$ cat src/rtl/data_mem_arbiter_if.sv
// Two-requester data-memory bus: port 0 (pipeline MEM stage), port 1
// (loader/debug), plus the single-port memory side.
interface data_mem_arbiter_if;
  localparam int unsigned AW = 64;
  localparam int unsigned DW = 64;

  logic          m0_req;
  logic          m0_we;
  logic [AW-1:0] m0_addr;
  logic [DW-1:0] m0_wdata;
  logic          m0_gnt;
  logic          m0_rvalid;
  logic [DW-1:0] m0_rdata;
  logic          m0_err;

  logic          m1_req;
  logic          m1_we;
  logic [AW-1:0] m1_addr;
  logic [DW-1:0] m1_wdata;
  logic          m1_gnt;
  logic          m1_rvalid;
  logic [DW-1:0] m1_rdata;
  logic          m1_err;

  logic [AW-1:0] mem_addr;
  logic [DW-1:0] mem_wdata;
  logic          mem_write;
  logic          mem_read;
  logic [DW-1:0] mem_rdata;

  // Requesters and the memory model drive this side
  modport master (
    output m0_req, m0_we, m0_addr, m0_wdata,
    output m1_req, m1_we, m1_addr, m1_wdata,
    output mem_rdata,
    input  m0_gnt, m0_rvalid, m0_rdata, m0_err,
    input  m1_gnt, m1_rvalid, m1_rdata, m1_err,
    input  mem_addr, mem_wdata, mem_write, mem_read
  );

  // Arbiter side
  modport slave (
    input  m0_req, m0_we, m0_addr, m0_wdata,
    input  m1_req, m1_we, m1_addr, m1_wdata,
    input  mem_rdata,
    output m0_gnt, m0_rvalid, m0_rdata, m0_err,
    output m1_gnt, m1_rvalid, m1_rdata, m1_err,
    output mem_addr, mem_wdata, mem_write, mem_read
  );
endinterface

$ cat src/rtl/data_mem_arbiter.sv
// Round-robin arbiter between two doubleword requesters and one data memory.
// One transaction in flight: IDLE (grant) -> ACCESS (memory cycle) -> RESP.
module data_mem_arbiter #(
  parameter int unsigned MEM_BYTES = 64
) (
  input  logic              clk,
  input  logic              rst_n,
  data_mem_arbiter_if.slave bus
);

  localparam int unsigned AW = 64;
  localparam int unsigned DW = 64;
  localparam logic [AW-1:0] ADDR_MAX = AW'(MEM_BYTES - 8);

  typedef enum logic [1:0] {IDLE, ACCESS, RESP} state_t;

  state_t        state_q, state_d;
  logic          last_q;
  logic          win_q;
  logic          we_q;
  logic          err_q;
  logic [AW-1:0] addr_q;
  logic [DW-1:0] wdata_q;
  logic [DW-1:0] rdata_q;
  logic          rvalid0_q, rvalid1_q;
  logic          err0_q, err1_q;
  logic          mem_write_q, mem_read_q;

  logic          win_c;
  logic          gnt0_c, gnt1_c;
  logic          grant_c;
  logic          sel_we_c;
  logic [AW-1:0] sel_addr_c;
  logic [DW-1:0] sel_wdata_c;
  logic          in_range_c;

  // State register
  always_ff @(posedge clk or negedge rst_n) begin
    if (!rst_n) state_q <= IDLE;
    else        state_q <= state_d;
  end

  // Next state, winner selection and same-cycle grant
  always_comb begin
    state_d = state_q;
    win_c   = 1'b0;
    gnt0_c  = 1'b0;
    gnt1_c  = 1'b0;
    if (bus.m0_req && bus.m1_req) win_c = ~last_q;
    else                          win_c = bus.m1_req;
    case (state_q)
      IDLE: begin
        // Grant is masked while reset is held so nothing looks accepted
        if (rst_n && (bus.m0_req || bus.m1_req)) begin
          gnt0_c  = ~win_c;
          gnt1_c  = win_c;
          state_d = ACCESS;
        end
      end
      ACCESS:  state_d = RESP;
      RESP:    state_d = IDLE;
      default: state_d = IDLE;
    endcase
  end

  assign grant_c     = gnt0_c | gnt1_c;
  assign sel_we_c    = win_c ? bus.m1_we    : bus.m0_we;
  assign sel_addr_c  = win_c ? bus.m1_addr  : bus.m0_addr;
  assign sel_wdata_c = win_c ? bus.m1_wdata : bus.m0_wdata;
  // Unsigned compare against the last legal start; no wrap-around
  assign in_range_c  = (sel_addr_c <= ADDR_MAX);

  // Request latch, memory strobes, response capture and round-robin pointer
  always_ff @(posedge clk or negedge rst_n) begin
    if (!rst_n) begin
      last_q      <= 1'b1;
      win_q       <= 1'b0;
      we_q        <= 1'b0;
      err_q       <= 1'b0;
      addr_q      <= '0;
      wdata_q     <= '0;
      rdata_q     <= '0;
      rvalid0_q   <= 1'b0;
      rvalid1_q   <= 1'b0;
      err0_q      <= 1'b0;
      err1_q      <= 1'b0;
      mem_write_q <= 1'b0;
      mem_read_q  <= 1'b0;
    end else begin
      mem_write_q <= 1'b0;
      mem_read_q  <= 1'b0;
      rvalid0_q   <= 1'b0;
      rvalid1_q   <= 1'b0;
      err0_q      <= 1'b0;
      err1_q      <= 1'b0;
      case (state_q)
        IDLE: begin
          if (grant_c) begin
            win_q       <= win_c;
            we_q        <= sel_we_c;
            err_q       <= ~in_range_c;
            addr_q      <= sel_addr_c;
            wdata_q     <= sel_wdata_c;
            mem_write_q <= sel_we_c & in_range_c;
            mem_read_q  <= ~sel_we_c & in_range_c;
          end
        end
        ACCESS: begin
          rdata_q   <= (we_q || err_q) ? '0 : bus.mem_rdata;
          rvalid0_q <= ~win_q;
          rvalid1_q <= win_q;
          err0_q    <= ~win_q & err_q;
          err1_q    <= win_q & err_q;
        end
        RESP: last_q <= win_q;
        default: ;
      endcase
    end
  end

  assign bus.m0_gnt    = gnt0_c;
  assign bus.m1_gnt    = gnt1_c;
  assign bus.m0_rvalid = rvalid0_q;
  assign bus.m1_rvalid = rvalid1_q;
  assign bus.m0_err    = err0_q;
  assign bus.m1_err    = err1_q;
  assign bus.m0_rdata  = rdata_q;
  assign bus.m1_rdata  = rdata_q;
  assign bus.mem_addr  = addr_q;
  assign bus.mem_wdata = wdata_q;
  assign bus.mem_write = mem_write_q;
  assign bus.mem_read  = mem_read_q;

endmodule

$ cat src/flat_wrapper.sv
// flat-port wrapper written by rule: the top's interface ports become plain ports
module data_mem_arbiter_flat 
#(
  parameter int unsigned MEM_BYTES = 64
)
  (clk, rst_n, bus_m0_req, bus_m0_we, bus_m0_addr, bus_m0_wdata, bus_m1_req, bus_m1_we, bus_m1_addr, bus_m1_wdata, bus_mem_rdata, bus_m0_gnt, bus_m0_rvalid, bus_m0_rdata, bus_m0_err, bus_m1_gnt, bus_m1_rvalid, bus_m1_rdata, bus_m1_err, bus_mem_addr, bus_mem_wdata, bus_mem_write, bus_mem_read);
  data_mem_arbiter_if bus_i ();
  input  logic clk;
  input  logic rst_n;
  input wire logic [$bits(bus_i.m0_req)-1:0] bus_m0_req;
  input wire logic [$bits(bus_i.m0_we)-1:0] bus_m0_we;
  input wire logic [$bits(bus_i.m0_addr)-1:0] bus_m0_addr;
  input wire logic [$bits(bus_i.m0_wdata)-1:0] bus_m0_wdata;
  input wire logic [$bits(bus_i.m1_req)-1:0] bus_m1_req;
  input wire logic [$bits(bus_i.m1_we)-1:0] bus_m1_we;
  input wire logic [$bits(bus_i.m1_addr)-1:0] bus_m1_addr;
  input wire logic [$bits(bus_i.m1_wdata)-1:0] bus_m1_wdata;
  input wire logic [$bits(bus_i.mem_rdata)-1:0] bus_mem_rdata;
  output wire logic [$bits(bus_i.m0_gnt)-1:0] bus_m0_gnt;
  output wire logic [$bits(bus_i.m0_rvalid)-1:0] bus_m0_rvalid;
  output wire logic [$bits(bus_i.m0_rdata)-1:0] bus_m0_rdata;
  output wire logic [$bits(bus_i.m0_err)-1:0] bus_m0_err;
  output wire logic [$bits(bus_i.m1_gnt)-1:0] bus_m1_gnt;
  output wire logic [$bits(bus_i.m1_rvalid)-1:0] bus_m1_rvalid;
  output wire logic [$bits(bus_i.m1_rdata)-1:0] bus_m1_rdata;
  output wire logic [$bits(bus_i.m1_err)-1:0] bus_m1_err;
  output wire logic [$bits(bus_i.mem_addr)-1:0] bus_mem_addr;
  output wire logic [$bits(bus_i.mem_wdata)-1:0] bus_mem_wdata;
  output wire logic [$bits(bus_i.mem_write)-1:0] bus_mem_write;
  output wire logic [$bits(bus_i.mem_read)-1:0] bus_mem_read;
  assign bus_i.m0_req = bus_m0_req;
  assign bus_i.m0_we = bus_m0_we;
  assign bus_i.m0_addr = bus_m0_addr;
  assign bus_i.m0_wdata = bus_m0_wdata;
  assign bus_i.m1_req = bus_m1_req;
  assign bus_i.m1_we = bus_m1_we;
  assign bus_i.m1_addr = bus_m1_addr;
  assign bus_i.m1_wdata = bus_m1_wdata;
  assign bus_i.mem_rdata = bus_mem_rdata;
  assign bus_m0_gnt = bus_i.m0_gnt;
  assign bus_m0_rvalid = bus_i.m0_rvalid;
  assign bus_m0_rdata = bus_i.m0_rdata;
  assign bus_m0_err = bus_i.m0_err;
  assign bus_m1_gnt = bus_i.m1_gnt;
  assign bus_m1_rvalid = bus_i.m1_rvalid;
  assign bus_m1_rdata = bus_i.m1_rdata;
  assign bus_m1_err = bus_i.m1_err;
  assign bus_mem_addr = bus_i.mem_addr;
  assign bus_mem_wdata = bus_i.mem_wdata;
  assign bus_mem_write = bus_i.mem_write;
  assign bus_mem_read = bus_i.mem_read;
  data_mem_arbiter #(.MEM_BYTES(MEM_BYTES)) u_core (.clk(clk), .rst_n(rst_n), .bus(bus_i));
endmodule
$ cat config.mk
export PLATFORM = sky130hd
export DESIGN_NAME = data_mem_arbiter_flat
export DESIGN_NICKNAME = d
export VERILOG_FILES = /design/src/rtl/data_mem_arbiter_if.sv /design/src/rtl/data_mem_arbiter.sv /design/src/flat_wrapper.sv
export SDC_FILE = /design/constraint.sdc
export NUM_CORES = 1
export LEC_CHECK = 0
export ABC_AREA = 1
export CORE_AREA = 2 2 232 234
export DETAILED_ROUTE_END_ITERATION = 8
export DIE_AREA = 0 0 234 236
export PLACE_DENSITY = 0.43
export SLEW_MARGIN = 0
export SYNTH_ARGS = -nofsm -noshare
export SYNTH_HDL_FRONTEND = slang
export SYNTH_SLANG_ARGS = --single-unit
$ cat constraint.sdc
create_clock -name clk -period 2.3 [get_ports clk]
set_input_delay 0.23 -clock clk [delete_from_list [all_inputs] [get_ports clk]]
set_output_delay 0.23 -clock clk [all_outputs]
set_load 0.02 [all_outputs]
==> results.sh, run 1 <==
export IMPL_grt_overflow=0
export IMPL_p_int_mw=9.004
export IMPL_coreArea_um2=53070
export IMPL_fin_crit_ns=2.220
export IMPL_synth_mux_area_fraction=0
export IMPL_io_pins=590
export IMPL_start_util=0.1837
export IMPL_vias_per_cell=4.064
export IMPL_numCtsBuffers=27
export IMPL_synth_xor_area_frac=0
export IMPL_grt_pass1_vias=10606
export IMPL_powerDensity_nw_per_um2=774.2
export IMPL_clkLatencyLatePin_ns=0.54
export IMPL_power_mw=13.52
export IMPL_synthSimpleGateAreaFrac=0.3376
export IMPL_place_port_buffers=589
export IMPL_die_area_um2=55220
export IMPL_finalHoldViolations=0
export IMPL_synthTopCellsByArea="dfrtp_1 (52%), nand2_1 (23%), nand3_1 (6.9%)"
export IMPL_setup_viol=0
export IMPL_clk_pin_slew_ns=0.05
export IMPL_worstPathArrival_ns=1.99
export IMPL_nNetsFinal=2138
export IMPL_grt_first_pass_wirelength_um=66810
export IMPL_hold_ws_ns=0.07584
export IMPL_wl_per_cell_um=18.07
export IMPL_fin_crit_sh=0.9653
export IMPL_ir_drop_v=0.0004893
export IMPL_hp_class="primary input to asynchronous set/reset pin"
export IMPL_seq_power_share=0.345
export IMPL_track_usage=0.1599
export IMPL_cap_violations=0
export IMPL_p_clk_frac=0.300
export IMPL_synth_fp_nets=1574
export IMPL_final_setup_tns_ns=0
export IMPL_drv_slew=0
export IMPL_synthesis_area_um2=9748
export IMPL_synth_top_area_cell="dfrtp_1"
export IMPL_synth_top_family_by_area="simple AND/OR/NAND/NOR gates"
export IMPL_crit_top_cell="buf_12"
export IMPL_cp_slowest_stage_delay_ns=0.57
export IMPL_first_iter_violations=436
export IMPL_hpwl_um=34520
export IMPL_rows=85
export IMPL_start_kind="flip-flop"
export IMPL_grt_setup_unrepaired="false"
export IMPL_synth_compound_area_frac=0.03376
export IMPL_cts_root_buffer_cell="clkbuf_16"
export IMPL_worst_pin_slew_ns=1.242
export IMPL_max_slew_margin=0.1721
export IMPL_postSynthAreaPerCell_um2=7.811
export IMPL_firstDrtPassIters=5
export IMPL_cp_top_family="flip-flops"
export IMPL_antenna_found_initial=1
export IMPL_p_sw_mw=4.514
export IMPL_yosysTopAreaCellShare=0.5211
export IMPL_ys_ff_latch=204
export IMPL_drc=0
export IMPL_criticalPathCategory="flip-flop to output port"
export IMPL_worst_clock_skew_ns=0.01260
export IMPL_combPwrFrac=0.355
export IMPL_postSynthCellCount=1248
export IMPL_yosys_warnings=0
export IMPL_power_leakage_nw=8.057
export IMPL_seq_area_frac_synth=0.5238
export IMPL_fp_dieH_um=236
export IMPL_drtAntennaViolNets=0
export IMPL_path_max_fanout=6
export IMPL_crit_buf_inv=5
export IMPL_area_growth_pct=79.12
export IMPL_cts_buffer_depth=3
export IMPL_cts_sinks=204
export IMPL_ys_types=24
export IMPL_status="completed"
export IMPL_crit_slowest_cell="dfstp_2"
export IMPL_cts_tree="done"
export IMPL_nFillCells=5516
export IMPL_vias=10246
export IMPL_grt_max_degree=111
export IMPL_endpoint_kind="output port"
export IMPL_synth_fa_ha_area_frac=0
export IMPL_worstPathRequired_ns=2.07
export IMPL_worstPathCellList="nand2_4 > nand2_8 > inv_8 > buf_12 > buf_4 > nor2_4 > buf_12 > buf_12"
export IMPL_place_gp_congestion=0.8474
export IMPL_wl_um=45560
export IMPL_die_x_um=234
export IMPL_antennaDiodeCount=0
export IMPL_fmax_ghz=0.4504
export IMPL_swShare=0.3339
export IMPL_htreeDepth=1
export IMPL_drive_gt1_frac=0.07397
flip-flops by register name, indices dropped and copies added (netlist names), 2 cells and up:
name,cells
u_core.bus.m0_rdata,64
u_core.bus.mem_addr,64
u_core.state_q,2
u_core.bus.mem_wdata,64
per-stage QoR:
stage / instance area, µm² / instances / utilization / worst slack (ns)
3_5_place_dp: 16450 / 2467 / 0.3100 / -0.1364
5_1_grt: 17460 / 2521 / 0.3290 / 0.005794
2_1_floorplan: 9748 / 1248 / - / 0.6555
3_3_place_gp: 16450 / 2467 / 0.3100 / -0.05947
4_1_cts: 17390 / 2515 / 0.3277 / 0.01901
6_report: 17460 / 2521 / 0.3290 / 0.07973
power groups by stage:
stage	sequential [mW]	combinational [mW]	clock (mW)
after detailed placement	4.72	4.78	0
after global routing	4.76	5.17	4.34
final	4.67	4.80	4.05
after floorplan	5.47	1.16	0
after CTS	4.68	4.84	4.21
after global placement	4.71	4.80	0
worst paths after layout:
check / to / slack, ns / cells after the start / start
worst min register to register: u_core.bus.m0_rvalid / 0.45 / 1 / u_core.win_q
min in group clk: u_core.bus.mem_wdata[7] / 0.24 / 3 / bus_m0_wdata[7]
worst max-delay path: bus_m0_gnt / 0.08 / 8 / u_core.last_q
worst min-delay path: u_core.bus.mem_addr[31] / 0.08 / 2 / rst_n
max in group asynchronous: u_core.bus.mem_wdata[28] / 1.28 / 3 / rst_n
worst max register to register: u_core.bus.mem_read / 0.18 / 13 / u_core.last_q
timing repair:
action / CTS / global route
endpoints found under the setup margin: 2 / 2
buffers inserted: 3 / 5
pin swaps: 2 / 3
gates cloned: 2 / 1
gates resized for setup: 3 / 3
hold endpoints to repair: 203 / 0
hold buffers: 1 / 0
layer usage:
metal  wire, µm  up-vias  track usage
li1           -     4978            -
met1      18430     4813       0.1928
met2      22740      400       0.2826
met3       3322       55      0.03965
met4       1067        0      0.03855
met5          0        -            0
final cells by class:
| class | instances | area [µm²] | area share |
|---|---|---|---|
| repair buffers | 670 | 6787 | 0.3887 |
| flip-flops and latches | 204 | 5106 | 0.2924 |
| multi-input cells | 858 | 3671 | 0.2102 |
| well taps | 696 | 870.8 | 0.04987 |
| clock buffers | 36 | 769.5 | 0.04407 |
| inverters | 51 | 198.9 | 0.01139 |
| clock inverters | 6 | 57.56 | 0.003296 |
cell families after synthesis:
| group | Yosys count |
|---|---|
| and+or+nand+nor | 794 |
| DFF | 204 |
| buffers and inverters | 186 |
| AOI/OAI and AO/OA | 64 |
cells in the final DEF (no fill, tap or decap), drive strengths merged:
cell type / n
clkinv: 5
nor2: 34
clkdlybuf4s50: 586
bufbuf: 2
dfstp: 1
nand3b: 32
clkbuf: 37
nor3: 4
clkinvlp: 1
inv: 50
buf: 80
nand2: 587
o21ai: 57
dfrtp: 203
a21boi: 2
or2: 3
bufinv: 1
a21oi: 3
dlygate4sd3: 1
o21a: 1
a31oi: 1
nand3: 134
cells in the mapped netlist:
| library cell | count |
|---|---|
| nand2_1 | 585 |
| dfrtp_1 | 203 |
| nand3_1 | 134 |
| buf_4 | 66 |
| o21ai_0 | 50 |
| inv_1 | 49 |
| nor2_1 | 34 |
| clkbuf_1 | 32 |
| nand3b_1 | 32 |
| buf_2 | 31 |
| o21ai_1 | 7 |
| buf_6 | 5 |
| nor3_1 | 4 |
| a21oi_1 | 3 |
| or2_2 | 3 |
| a21boi_1 | 2 |
| a31oi_1 | 1 |
| buf_1 | 1 |
| clkinv_1 | 1 |
| dfstp_2 | 1 |
| inv_2 | 1 |
| nand2_2 | 1 |
| nand2_4 | 1 |
| o21a_1 | 1 |
Note: power is estimated with default switching activity, not from simulation.
==> inputs of run 2 (changes only) <==
--- a/config.mk
+++ b/config.mk
@@ -5,10 +5,10 @@
 export SDC_FILE = /design/constraint.sdc
 export NUM_CORES = 1
 export LEC_CHECK = 0
-export ABC_AREA = 1
-export CORE_AREA = 2 2 232 234
+export CAP_MARGIN = 20
+export CORE_AREA = 2 2 228 230
 export DETAILED_ROUTE_END_ITERATION = 8
-export DIE_AREA = 0 0 234 236
+export DIE_AREA = 0 0 230 232
 export PLACE_DENSITY = 0.43
 export SLEW_MARGIN = 0
 export SYNTH_ARGS = -nofsm -noshare
==> results.sh, run 2 <==
export IMPL_clk_pin_slew_ns=0.06
export IMPL_clkLatencyLatePin_ns=0.57
export IMPL_synthTopCellsByArea="dfrtp_1 (56%), nand2_1 (11%), a31oi_1 (8.7%)"
export IMPL_ir_drop_v=0.0004064
export IMPL_grt_max_degree=94
export IMPL_synth_common_cells="nand2_1 (256), dfrtp_1 (203), nor2_1 (141)"
export IMPL_dpl_cell_area_um2=15610
export IMPL_worstPathArrival_ns=1.98
export IMPL_criticalPathCategory="flip-flop to output port"
export IMPL_fin_crit_sh=0.9616
export IMPL_dp_cells=2173
export IMPL_hpwl_um=33720
export IMPL_yosysTopAreaCellShare=0.5561
export IMPL_synthFlopType="dfrtp_1"
export IMPL_p_int_mw=8.827
export IMPL_r2r_start="u_core.last_q"
export IMPL_track_usage=0.1561
export IMPL_wl_per_cell_um=19.47
export IMPL_hold_ws_ns=0.2151
export IMPL_start_kind="flip-flop"
export IMPL_endpoint="bus_m0_gnt"
export IMPL_final_cell_mix="clkdlybuf4s50_1 (586), nand2_1 (255), dfrtp_1 (203), nor2_1 (141), a31oi_1 (127)"
export IMPL_final_cells=2227
export IMPL_rows=83
export IMPL_place_port_buffers=589
export IMPL_fin_util=0.3246
export IMPL_cts_tree="done"
export IMPL_synthesis_area_um2=9135
export IMPL_worst_clock_skew_ns=0.02512
export IMPL_ys_types=32
export IMPL_seq_power_share=0.349
export IMPL_worstPathRequired_ns=2.07
export IMPL_regToRegEndpoint="u_core.err_q"
export IMPL_drtAntennaViolNets=0
export IMPL_numCtsBuffers=27
export IMPL_swShare=0.3353
export IMPL_coreArea_um2=50890
export IMPL_final_common_cell="clkdlybuf4s50_1"
export IMPL_p_sw_mw=4.452
export IMPL_ys_ff_latch=204
export IMPL_drc=0
export IMPL_grt_setup_unrepaired="false"
export IMPL_fp_dieH_um=232
export IMPL_crit_start="u_core.last_q"
export IMPL_wl_um=43360
export IMPL_postSynthAreaPerCell_um2=9.218
export IMPL_cts_root_buffer_cell="clkbuf_16"
export IMPL_grt_pass1_vias=9684
export IMPL_cts_setup_buffers=0
export IMPL_cts_buffer_depth=3
export IMPL_synth_top_area_cell="dfrtp_1"
export IMPL_nNetsFinal=1849
export IMPL_p_clk_frac=0.316
export IMPL_powerDensity_nw_per_um2=803.8
export IMPL_worst_pin_slew_ns=0.6447
export IMPL_power_leakage_nw=6.726
export IMPL_path_max_fanout=3
export IMPL_area_growth_pct=80.84
export IMPL_hp_class="primary input to flip-flop"
export IMPL_seq_area_frac_synth=0.5590
export IMPL_synth_fp_nets=1317
export IMPL_endpoint_kind="output port"
export IMPL_rrSetupSlack_ns=0.12
export IMPL_synth_edf_count=0
export IMPL_cap_violations=0
export IMPL_die_area_um2=53360
export IMPL_max_slew_margin=0.5702
export IMPL_grt_overflow=0
export IMPL_drv_slew=0
export IMPL_grt_first_pass_wirelength_um=62960
export IMPL_async_flop_share=1.000
export IMPL_setup_viol=0
export IMPL_vias=9360
export IMPL_fin_crit_ns=2.212
export IMPL_start_util=0.1795
export IMPL_finalHoldViolations=0
export IMPL_fin_area_um2=16520
export IMPL_postSynthCellCount=991
export IMPL_fmax_ghz=0.4522
export IMPL_io_pins=590
export IMPL_first_iter_violations=352
export IMPL_rr_worst_depth=7
export IMPL_yosysMostFrequentCell="nand2_1"
export IMPL_die_x_um=230
export IMPL_firstDrtPassIters=7
export IMPL_status="completed"
export IMPL_drive_gt1_frac=0.06736
export IMPL_yosys_warnings=0
export IMPL_combPwrFrac=0.335
export IMPL_antenna_found_initial=4
export IMPL_place_gp_congestion=0.7990
export IMPL_cts_sinks=204
export IMPL_htreeDepth=1
export IMPL_vias_per_cell=4.203
[run 2: changes by cell type after synthesis, sizes merged, moves of 4 or more]
cell,delta
a22o,+64
a31oi,+126
buf,-16
clkbuf,+15
inv,-46
nand2,-331
nand3,-131
nand3b,-32
nand4,+7
nor2,+107
nor3,+4
nor4,+22
o21ai,-54
[run 2: power by group through the flow]
stage | clock [mW] | sequential [mW] | combinational [mW]
floorplan | 0 | 5.42 | 1.11
global placement | 0 | 4.67 | 4.53
detailed placement | 0 | 4.70 | 4.52
CTS | 4.37 | 4.65 | 4.54
global route | 4.51 | 4.72 | 4.78
finish | 4.20 | 4.64 | 4.45
[run 2: final cells by class]
class	instances	area, µm²
tap	680	850.8
sequential	204	5106
multi-input combinational	648	3278
fill	5262	34370
clock inverter	12	101.3
inverter	5	26.28
clock buffer	38	777.0
antenna	3	7.507
timing repair buffer	637	6372
[run 2: kinds of logic after synthesis]
family | synth area share
simple gates | 0.1926
flops | 0.5590
mux | 0.002328
buf+inv | 0.08588
compound gates | 0.1603
[run 2: metal layers]
| layer | global-route usage | routed length (µm) | share of wire |
|---|---|---|---|
| met1 | 0.1724 | 16740 | 0.39 |
| met2 | 0.2809 | 21550 | 0.50 |
| met5 | 0 | 13 | 0.00030 |
| met4 | 0.05383 | 1664 | 0.038 |
| met3 | 0.05034 | 3391 | 0.078 |
[run 2: metrics by stage]
step | worst slack [ns] | setup TNS (ns) | total power [mW]
after CTS | 0.00001510 | 0 | 13.55
after global placement | -0.3772 | -1.032 | 9.203
after detailed placement | -0.3260 | -0.8873 | 9.219
after floorplan | 0.6595 | 0 | 6.521
after global routing | 0.0002189 | 0 | 14.01
final | 0.08839 | 0 | 13.28
[run 2: timing repair]
item | CTS | global route
setup endpoints to repair | 4 | 2
gates resized for setup | 2 | 1
gates cloned | 0 | 0
hold buffers | 1 | 0
pin swaps | 1 | 2
endpoints found under the hold margin | 157 | 0
[run 2: how the worst min path moves through the flow]
| stage | start | end | cells past startpoint |
|---|---|---|---|
| 2_1_floorplan | rst_n | u_core.bus.m0_err | 0 |
| 3_3_place_gp | rst_n | u_core.bus.mem_wdata[38] | 2 |
| 3_5_place_dp | rst_n | u_core.bus.mem_wdata[38] | 2 |
| 4_1_cts | bus_m1_wdata[2] | u_core.bus.mem_wdata[2] | 3 |
| 5_1_grt | bus_m1_wdata[2] | u_core.bus.mem_wdata[2] | 3 |
| 6_report | bus_m1_wdata[2] | u_core.bus.mem_wdata[2] | 3 |
[run 2: critical path, cell delays in order (launching register included)]
cell and delay [ns]:
dfstp_2 0.58, a21boi_4 0.11, buf_4 0.18, nor2_1 0.16
dlygate4sd2_1 0.39
==> inputs of run 3 (changes only) <==
==> constraint.sdc (replaced) <==
create_clock -name clk -period 2.1 [get_ports clk]
set_input_delay 0.21 -clock clk [delete_from_list [all_inputs] [get_ports clk]]
set_output_delay 0.21 -clock clk [all_outputs]
set_load 0.02 [all_outputs]
==> results.sh, run 3 (synthesized netlist as in run 2, its figures left out) <==
export IMPL_final_common_cell="clkdlybuf4s50_1"
export IMPL_die_area_um2=53360
export IMPL_coreArea_um2=50890
export IMPL_dr_wl_met2_um=21310
export IMPL_dp_cells=2179
export IMPL_die_x_um=230
export IMPL_powerDensity_nw_per_um2=874.2
export IMPL_drive_gt1_frac=0.06727
export IMPL_wl_um=43590
export IMPL_worstPathArrival_ns=2.41
export IMPL_first_iter_violations=326
export IMPL_met1_length_um=17420
export IMPL_holdPathStages=3
export IMPL_p_sw_mw=4.820
export IMPL_finalHoldViolations=0
export IMPL_cts_buffer_depth=3
export IMPL_max_slew_margin=0.4975
export IMPL_cts_root_buffer_cell="clkbuf_16"
export IMPL_swShare=0.3317
export IMPL_cts_tree="done"
export IMPL_start_util=0.1795
export IMPL_worstPathRequired_ns=2.54
export IMPL_hold_ws_ns=0.2145
export IMPL_worstPathCellList="buf_4 > a21bo_4 > buf_4 > o21ai_0 > o2111ai_4 > o21a_1"
export IMPL_io_pins=590
export IMPL_clk_pin_slew_ns=0.06
export IMPL_area_growth_pct=81.93
export IMPL_regArea_um2=5106
export IMPL_grt_first_pass_wirelength_um=63670
export IMPL_drtAntennaViolNets=0
export IMPL_cp_slowest_stage_delay_ns=0.50
export IMPL_crit_slowest_cell="o21ai_0"
export IMPL_seq_power_share=0.349
export IMPL_met3_length_um=3586
export IMPL_drc=0
export IMPL_final_cells=2228
export IMPL_nFillCells=5211
export IMPL_worst_clock_skew_ns=0.01367
export IMPL_p_clk_frac=0.309
export IMPL_place_gp_congestion=0.7843
export IMPL_grt_max_degree=117
export IMPL_grt_overflow=0
export IMPL_wl_per_cell_um=19.57
export IMPL_fmax_ghz=0.5084
export IMPL_fp_dieH_um=232
export IMPL_track_usage=0.1574
export IMPL_cp_top_family="compound AO/OA/AOI/OAI gates"
export IMPL_fin_util=0.3266
export IMPL_hp_class="primary input to flip-flop"
export IMPL_top_layer="met5"
export IMPL_numCtsBuffers=27
export IMPL_ir_drop_v=0.0005774
export IMPL_clkLatencyLatePin_ns=0.55
export IMPL_vias_per_cell=4.218
export IMPL_fin_ws_ns=0.1329
export IMPL_dp_worst_setup_slack_ns=-0.4913
export IMPL_drv_slew=0
export IMPL_setup_viol=0
export IMPL_power_leakage_nw=6.749
export IMPL_place_port_buffers=589
export IMPL_status="completed"
export IMPL_grt_pass1_vias=9640
export IMPL_cap_violations=0
export IMPL_hpwl_um=34040
export IMPL_htreeDepth=1
export IMPL_rr_worst_depth=6
export IMPL_crit_buf_inv=2
export IMPL_critical_path_depth=6
export IMPL_antenna_found_initial=3
export IMPL_vias=9397
export IMPL_fin_crit_sh=0.9367
export IMPL_final_cell_mix="clkdlybuf4s50_1 (586), nand2_1 (255), dfrtp_1 (203), nor2_1 (139), a31oi_1 (127)"
export IMPL_rows=83
export IMPL_combPwrFrac=0.342
export IMPL_endpoint_kind="flip-flop"
export IMPL_cts_sinks=204
export IMPL_fin_crit_ns=1.967
export IMPL_grt_setup_unrepaired="false"
export IMPL_worst_pin_slew_ns=0.7537
export IMPL_criticalPathCategory="flip-flop to flip-flop"
export IMPL_p_int_mw=9.709
export IMPL_path_max_fanout=13
export IMPL_firstDrtPassIters=5
export IMPL_start_kind="flip-flop"
export IMPL_crit_top_cell="buf_4"
export IMPL_nNetsFinal=1855
export IMPL_multi_input_area_um2=3294
run 3: cell types whose count changed in the layout (fill, tap and decap cells not counted), moves of 2 or more:
cell,previous run,this run
clkinv_2,6,3
nor2_2,0,2
buf_4,39,37
buf_12,9,16
clkbuf_1,5,10
nor2_1,141,139
clkbuf_8,6,2
run 3: area by class of cell:
type                       count  share of cell area
antenna                        2           0.0003011
clock buffer                  39             0.04457
clock inverter                 7            0.005496
inverter                       5            0.001581
multi-input combinational    648              0.1982
sequential                   204              0.3072
tap                          680             0.05119
timing repair buffer         643              0.3914
run 3: worst paths after layout:
kind / end / from / slack, ns
max: u_core.err_q / u_core.last_q / 0.13
min: u_core.bus.mem_wdata[62] / bus_m0_wdata[62] / 0.21
max reg2reg: u_core.err_q / u_core.last_q / 0.13
min reg2reg: u_core.last_q / u_core.state_q[0] / 0.51
max in group asynchronous: u_core.bus.m0_rdata[49] / rst_n / 1.13
min in group asynchronous: u_core.bus.mem_read / rst_n / 0.36
run 3: per-layer routing:
layer,vias to the layer above,global-route usage
met1,4488,0.1823
li1,4448,-
met2,396,0.2742
met4,2,0.05403
met3,63,0.04887
met5,-,0
run 3: through the flow:
step                power (mW)  setup TNS, ns  cell area (µm²)
finish                   14.53              0            16620
global route             15.36              0            16620
CTS                      14.85              0            16610
detailed placement       10.18         -1.642            15750
global placement         10.17         -1.793            15750
floorplan                7.142              0             9135
run 3: repair_timing:
action,4_1_cts,5_1_grt
pin swaps,1,2
gates resized for setup,12,1
buffers inserted,0,1
endpoints found under the setup margin,5,2
endpoints found under the hold margin,203,0
hold buffers,1,0
run 3: power groups by stage:
stage | combinational (mW) | sequential [mW] | clock (mW)
floorplan | 1.21 | 5.93 | 0
global placement | 5.07 | 5.11 | 0
detailed placement | 5.06 | 5.13 | 0
CTS | 5.07 | 5.08 | 4.70
global route | 5.34 | 5.17 | 4.85
finish | 4.97 | 5.07 | 4.49
run 3: worst reg2reg max path, cell delays in order, from the launching register on:
cell,delay (ns)
dfstp_2,0.38
buf_4,0.13
a21bo_4,0.21
buf_4,0.20
o21ai_0,0.52
o2111ai_4,0.26
o21a_1,0.16
